`config.mk`:
```
export PLATFORM = sky130hd
export DESIGN_NAME = pwm_modulator
export DESIGN_NICKNAME = d
export VERILOG_FILES = /design/src/rtl/pwm_modulator.sv
export SDC_FILE = /design/constraint.sdc
export NUM_CORES = 1
export LEC_CHECK = 0
export CELL_PAD_IN_SITES_DETAIL_PLACEMENT = 2
export CELL_PAD_IN_SITES_GLOBAL_PLACEMENT = 2
export CORE_MARGIN = 4
export CORE_UTILIZATION = 30
export CTS_CLUSTER_SIZE = 12
export DETAILED_ROUTE_END_ITERATION = 12
export HOLD_SLACK_MARGIN = 0.08
export MAX_ROUTING_LAYER = met4
export PLACE_DENSITY_LB_ADDON = 0.1
export SETUP_SLACK_MARGIN = 0.2
export SYNTH_ARGS = -nofsm -noshare
export SYNTH_HDL_FRONTEND = slang
export SYNTH_SLANG_ARGS = --single-unit
```
`constraint.sdc`:
```
create_clock -name clk -period 3.3 [get_ports clk]
set_input_delay 0.99 -clock clk [delete_from_list [all_inputs] [get_ports clk]]
set_output_delay 0.99 -clock clk [all_outputs]
set_load 0.005 [all_outputs]
```
`src/rtl/pwm_modulator.sv`:
```
// PWM modulator: converts an N-bit duty level into a 1-bit pulse-width
// modulated waveform with a period of 2^N enabled ticks. The requested duty
// is double-buffered into duty_q_reg and only taken at period boundaries, so
// the output never glitches mid-period.
module pwm_modulator #(
    parameter int N = 4
) (
    input  logic         clk,
    input  logic         rst,
    input  logic         ena,
    input  logic [N-1:0] duty,
    output logic         pwm,
    output logic         period_done,
    output logic         busy
);

    typedef enum logic {
        IDLE = 1'b0,
        RUN  = 1'b1
    } state_t;

    localparam logic [N-1:0] CNT_MAX = '1;

    state_t         state_reg, state_next;
    logic [N-1:0]   cnt_reg, cnt_next;
    logic [N-1:0]   duty_q_reg, duty_q_next;

    // State, period counter and active-duty shadow; active-low reset wins over ena
    always_ff @(posedge clk) begin
        if (!rst) begin
            state_reg  <= IDLE;
            cnt_reg    <= '0;
            duty_q_reg <= '0;
        end else begin
            state_reg  <= state_next;
            cnt_reg    <= cnt_next;
            duty_q_reg <= duty_q_next;
        end
    end

    // Next-state logic: priming tick in IDLE, free-running wrap counter in RUN
    always_comb begin
        state_next  = state_reg;
        cnt_next    = cnt_reg;
        duty_q_next = duty_q_reg;
        case (state_reg)
            IDLE: begin
                // The priming tick loads the first duty but does not count
                cnt_next = '0;
                if (ena) begin
                    duty_q_next = duty;
                    state_next  = RUN;
                end
            end
            RUN: begin
                if (ena) begin
                    // N-bit add: natural overflow provides the wrap to 0
                    cnt_next = cnt_reg + 1'b1;
                    if (cnt_reg == CNT_MAX) begin
                        duty_q_next = duty;
                    end
                end
            end
            default: begin
                state_next = IDLE;
                cnt_next   = '0;
            end
        endcase
    end

    // Outputs decode registers only; duty input has no path to pwm
    always_comb begin
        busy        = (state_reg == RUN);
        pwm         = (state_reg == RUN) && (cnt_reg < duty_q_reg);
        period_done = (state_reg == RUN) && ena && (cnt_reg == CNT_MAX);
    end

endmodule

```
==> flow_summary_export.csv <==
group,metric,value,unit
floorplan,die_area,0.00228,mm2
drt,drtIter0Drc,2,
floorplan,top_level_ports,10,
floorplan,die_w,47.7,um
critical_path,cp.arrival,1.85,ns
placement,dp_hpwl,844,um
power,pwr-share-seq,0.501,
drt,dr.pass1.iters,4,
global_route,grt_usage,0.127,
timing,max_freq,352,MHz
critical_path,crit_path_cell_trace,"clkdlybuf4s50_1, nand2_1, nor2_1, dlygate4sd2_1",
clock_network,cts_buffer_depth,2,
timing,finalHoldViolations,0,
timing,setup_viol,0,
floorplan,core_region_area,0.00151,mm2
logic_synthesis,synth_compound_area_frac,0.0847,
logic_synthesis,ys_ff_latch,9,
status,status,"finished clean",
layout,drive_gt1_frac,0.0938,
logic_synthesis,synth_xor_area_frac,0.0556,
clock_network,cts_hold_buf,0,
global_route,top_usage_layer,"met2",
logic_synthesis,synthTopCellsByArea,"dfxtp_1 38%, ha_1 11%, mux2i_1 11%",
power,pwr-share-comb,0.139,
logic_synthesis,synthMuxAreaShare,0.106,
placement,gp_congestion,0.621,
drt,totalWireLength,1.09,mm
placement,portBuffers,9,
logic_synthesis,synthCells,52,
floorplan,start_util,0.314,
global_route,antenna_found_initial,0,
layout,n_antenna_cell,0,
timing,drv_slew,0,
logic_synthesis,ys_seq_area_frac,0.381,
placement,dp_cells,76,
power,ir_worst_vdd,0.175,mV
floorplan,fp-row-count,14,
clock_network,clkSinkCount,9,
critical_path,slowest_delay,0.47,ns
power,swShare,0.234,
timing,relSlewSlack,0.770,
drt,via_count,396,
logic_synthesis,yosys.area.top_type,"dfxtp_1",
layout,fillCellCount,169,
drt,routedWlPerCell,13.7,um
critical_path,cp.buffers_inverters,2,
global_route,grt_pass1_wl,1.85,mm
power,clockPowerShare,0.359,
timing,final.min_clock_period,2.84,ns
power,p_per_area,390,mW/mm2
timing,min_period_over_period,0.860,
logic_synthesis,synth_top_area_frac,0.381,
logic_synthesis,synth-simple-area-share,0.209,
logic_synthesis,ys_types,19,
timing,finClkSkew,0.00187,ns
global_route,grt_max_degree,11,
clock_network,cts-root-buf,"clkbuf_4",
floorplan,die_y,47.7,um
layout,instances_no_fill,80,
global_route,use_met1,0.148,
critical_path,cp.required,2.31,ns
critical_path,path_max_fanout,2,
critical_path,critPathKind,"in -> out",
hold_path,min_path_type,"reg -> reg",
clock_network,cts_tree,"yes",
clock_network,clk_latency,0.26,ns
power,intPower,179,uW
layout,nets,76,
drt,drc,0,
critical_path,critPathTopFamily,"buffers and inverters",
drt,ant_nets,0,
timing,rsz0062_at_grt,"false",
flow_run,cap_viol_max_count,0,
critical_path,cp-end-kind,"primary output",
logic_synthesis,synth_warnings,0,
logic_synthesis,synth.avg_cell_area,9.10,um2
clock_network,clkSlewWorstSetupHoldPaths,0.06,ns
power,switchingPower,54.6,uW
critical_path,start_kind,"input pin",
clock_network,cts_inserted_buffers,3,
critical_path,worst_path_max_delay_cell,"clkdlybuf4s50_1",
timing,worstMarginPinSlew,0.344,ns
logic_synthesis,synth_top_family_by_area,"simple AND/OR/NAND/NOR gates",
layout,area_growth,26.7,%
clock_network,h-tree-depth,1,
global_route,grt_pass1_vias,404,
drt,routed_via_density,4.95,
timing,fin_tns_setup,0,ns
global_route,grt_overflow_total,0,
logic_synthesis,synth_nets,63,
logic_synthesis,syn_area,473,um2
global_route,use_met3,0.0338,
logic_synthesis,synth_fa_ha_area_frac,0.106,
power,leakagePower,0.242,nW
global_route,met2_usage,0.190,
[cells by family after synthesis]
family,after synthesis
compound gates,4
xor+xnor,3
fa+ha+maj,4
buf+inv,5
flops,9
mux,5
simple gates,22
[area by class of cell]
| cell class | instances | area, um2 | share of cell area |
|---|---|---|---|
| multi-input combinational | 38 | 265 | 0.443 |
| sequential | 9 | 180 | 0.301 |
| timing repair buffer | 10 | 96.3 | 0.161 |
| clock buffer | 4 | 26.3 | 0.0438 |
| tap | 16 | 20.0 | 0.0334 |
| inverter | 3 | 11.3 | 0.0188 |
[path summary, 6_finish.rpt]
check / startpoint / to / slack, ns / cells after the start
setup reg to reg: cnt_reg[0] / duty_q_reg[2] / 1.93 / 4
setup / recovery: ena / period_done / 0.46 / 4
hold reg to reg: duty_q_reg[1] / duty_q_reg[1] / 0.46 / 2
hold / removal: duty_q_reg[1] / duty_q_reg[1] / 0.46 / 2
[cells in the mapped netlist, drive strengths merged]
| master | count |
|---|---|
| a21boi | 1 |
| a21o | 1 |
| a31oi | 1 |
| buf | 2 |
| dfxtp | 9 |
| ha | 4 |
| inv | 3 |
| mux2i | 5 |
| nand2 | 12 |
| nand2b | 1 |
| nand3 | 2 |
| nand3b | 1 |
| nand4 | 1 |
| nor2 | 5 |
| o21a | 1 |
| xnor2 | 1 |
| xor2 | 2 |
[tightest hold or removal path, cell delays in order (launching register included)]
cell     delay, ns
dfxtp_1       0.31
nand2_1       0.05
mux2i_1       0.05
[stage by stage]
step | cell area, um2 | hold slack [ns] | power (mW) | util | setup slack [ns]
after detailed placement | 574 | 0.454 | 0.152 | 0.381 | 0.175
final | 599 | 0.460 | 0.234 | 0.398 | 0.463
after floorplan | 473 | 0.435 | 0.138 | - | 1.05
after global routing | 599 | 0.488 | 0.253 | 0.398 | 0.393
after global placement | 574 | 0.452 | 0.151 | 0.381 | 0.188
after CTS | 599 | 0.467 | 0.243 | 0.398 | 0.446
[power groups by stage]
stage               logic [mW]  registers (mW)  clock network (mW)
CTS                     0.0334           0.117              0.0922
finish                  0.0326           0.117              0.0840
floorplan               0.0187           0.119                   0
global route            0.0362           0.118              0.0993
detailed placement      0.0326           0.120                   0
global placement        0.0315           0.120                   0
[routing by layer]
| metal | routed length [um] | part of all wire |
|---|---|---|
| met1 | 483 | 0.44 |
| met5 | 0 | 0 |
| met4 | 5 | 0.0046 |
| met2 | 558 | 0.51 |
| met3 | 47 | 0.043 |
[layout by cell type (no fill, tap or decap), drive strengths merged]
master         instances
a21boi                 1
a21o                   1
inv                    3
mux2i                  5
o21a                   1
xnor2                  1
nor2                   5
a31oi                  1
dlygate4sd2            1
nand2b                 1
nand3b                 1
xor2                   2
buf                    1
nand3                  2
ha                     4
clkdlybuf4s50          8
clkbuf                 4
nand4                  1
nand2                 12
dfxtp                  9
[what timing repair did]
item | 4_1_cts | 5_1_grt
setup endpoints to repair | 1 | 0
buffers inserted | 0 | 0
resized for setup | 1 | 0
(Power assumes the default switching activity.)
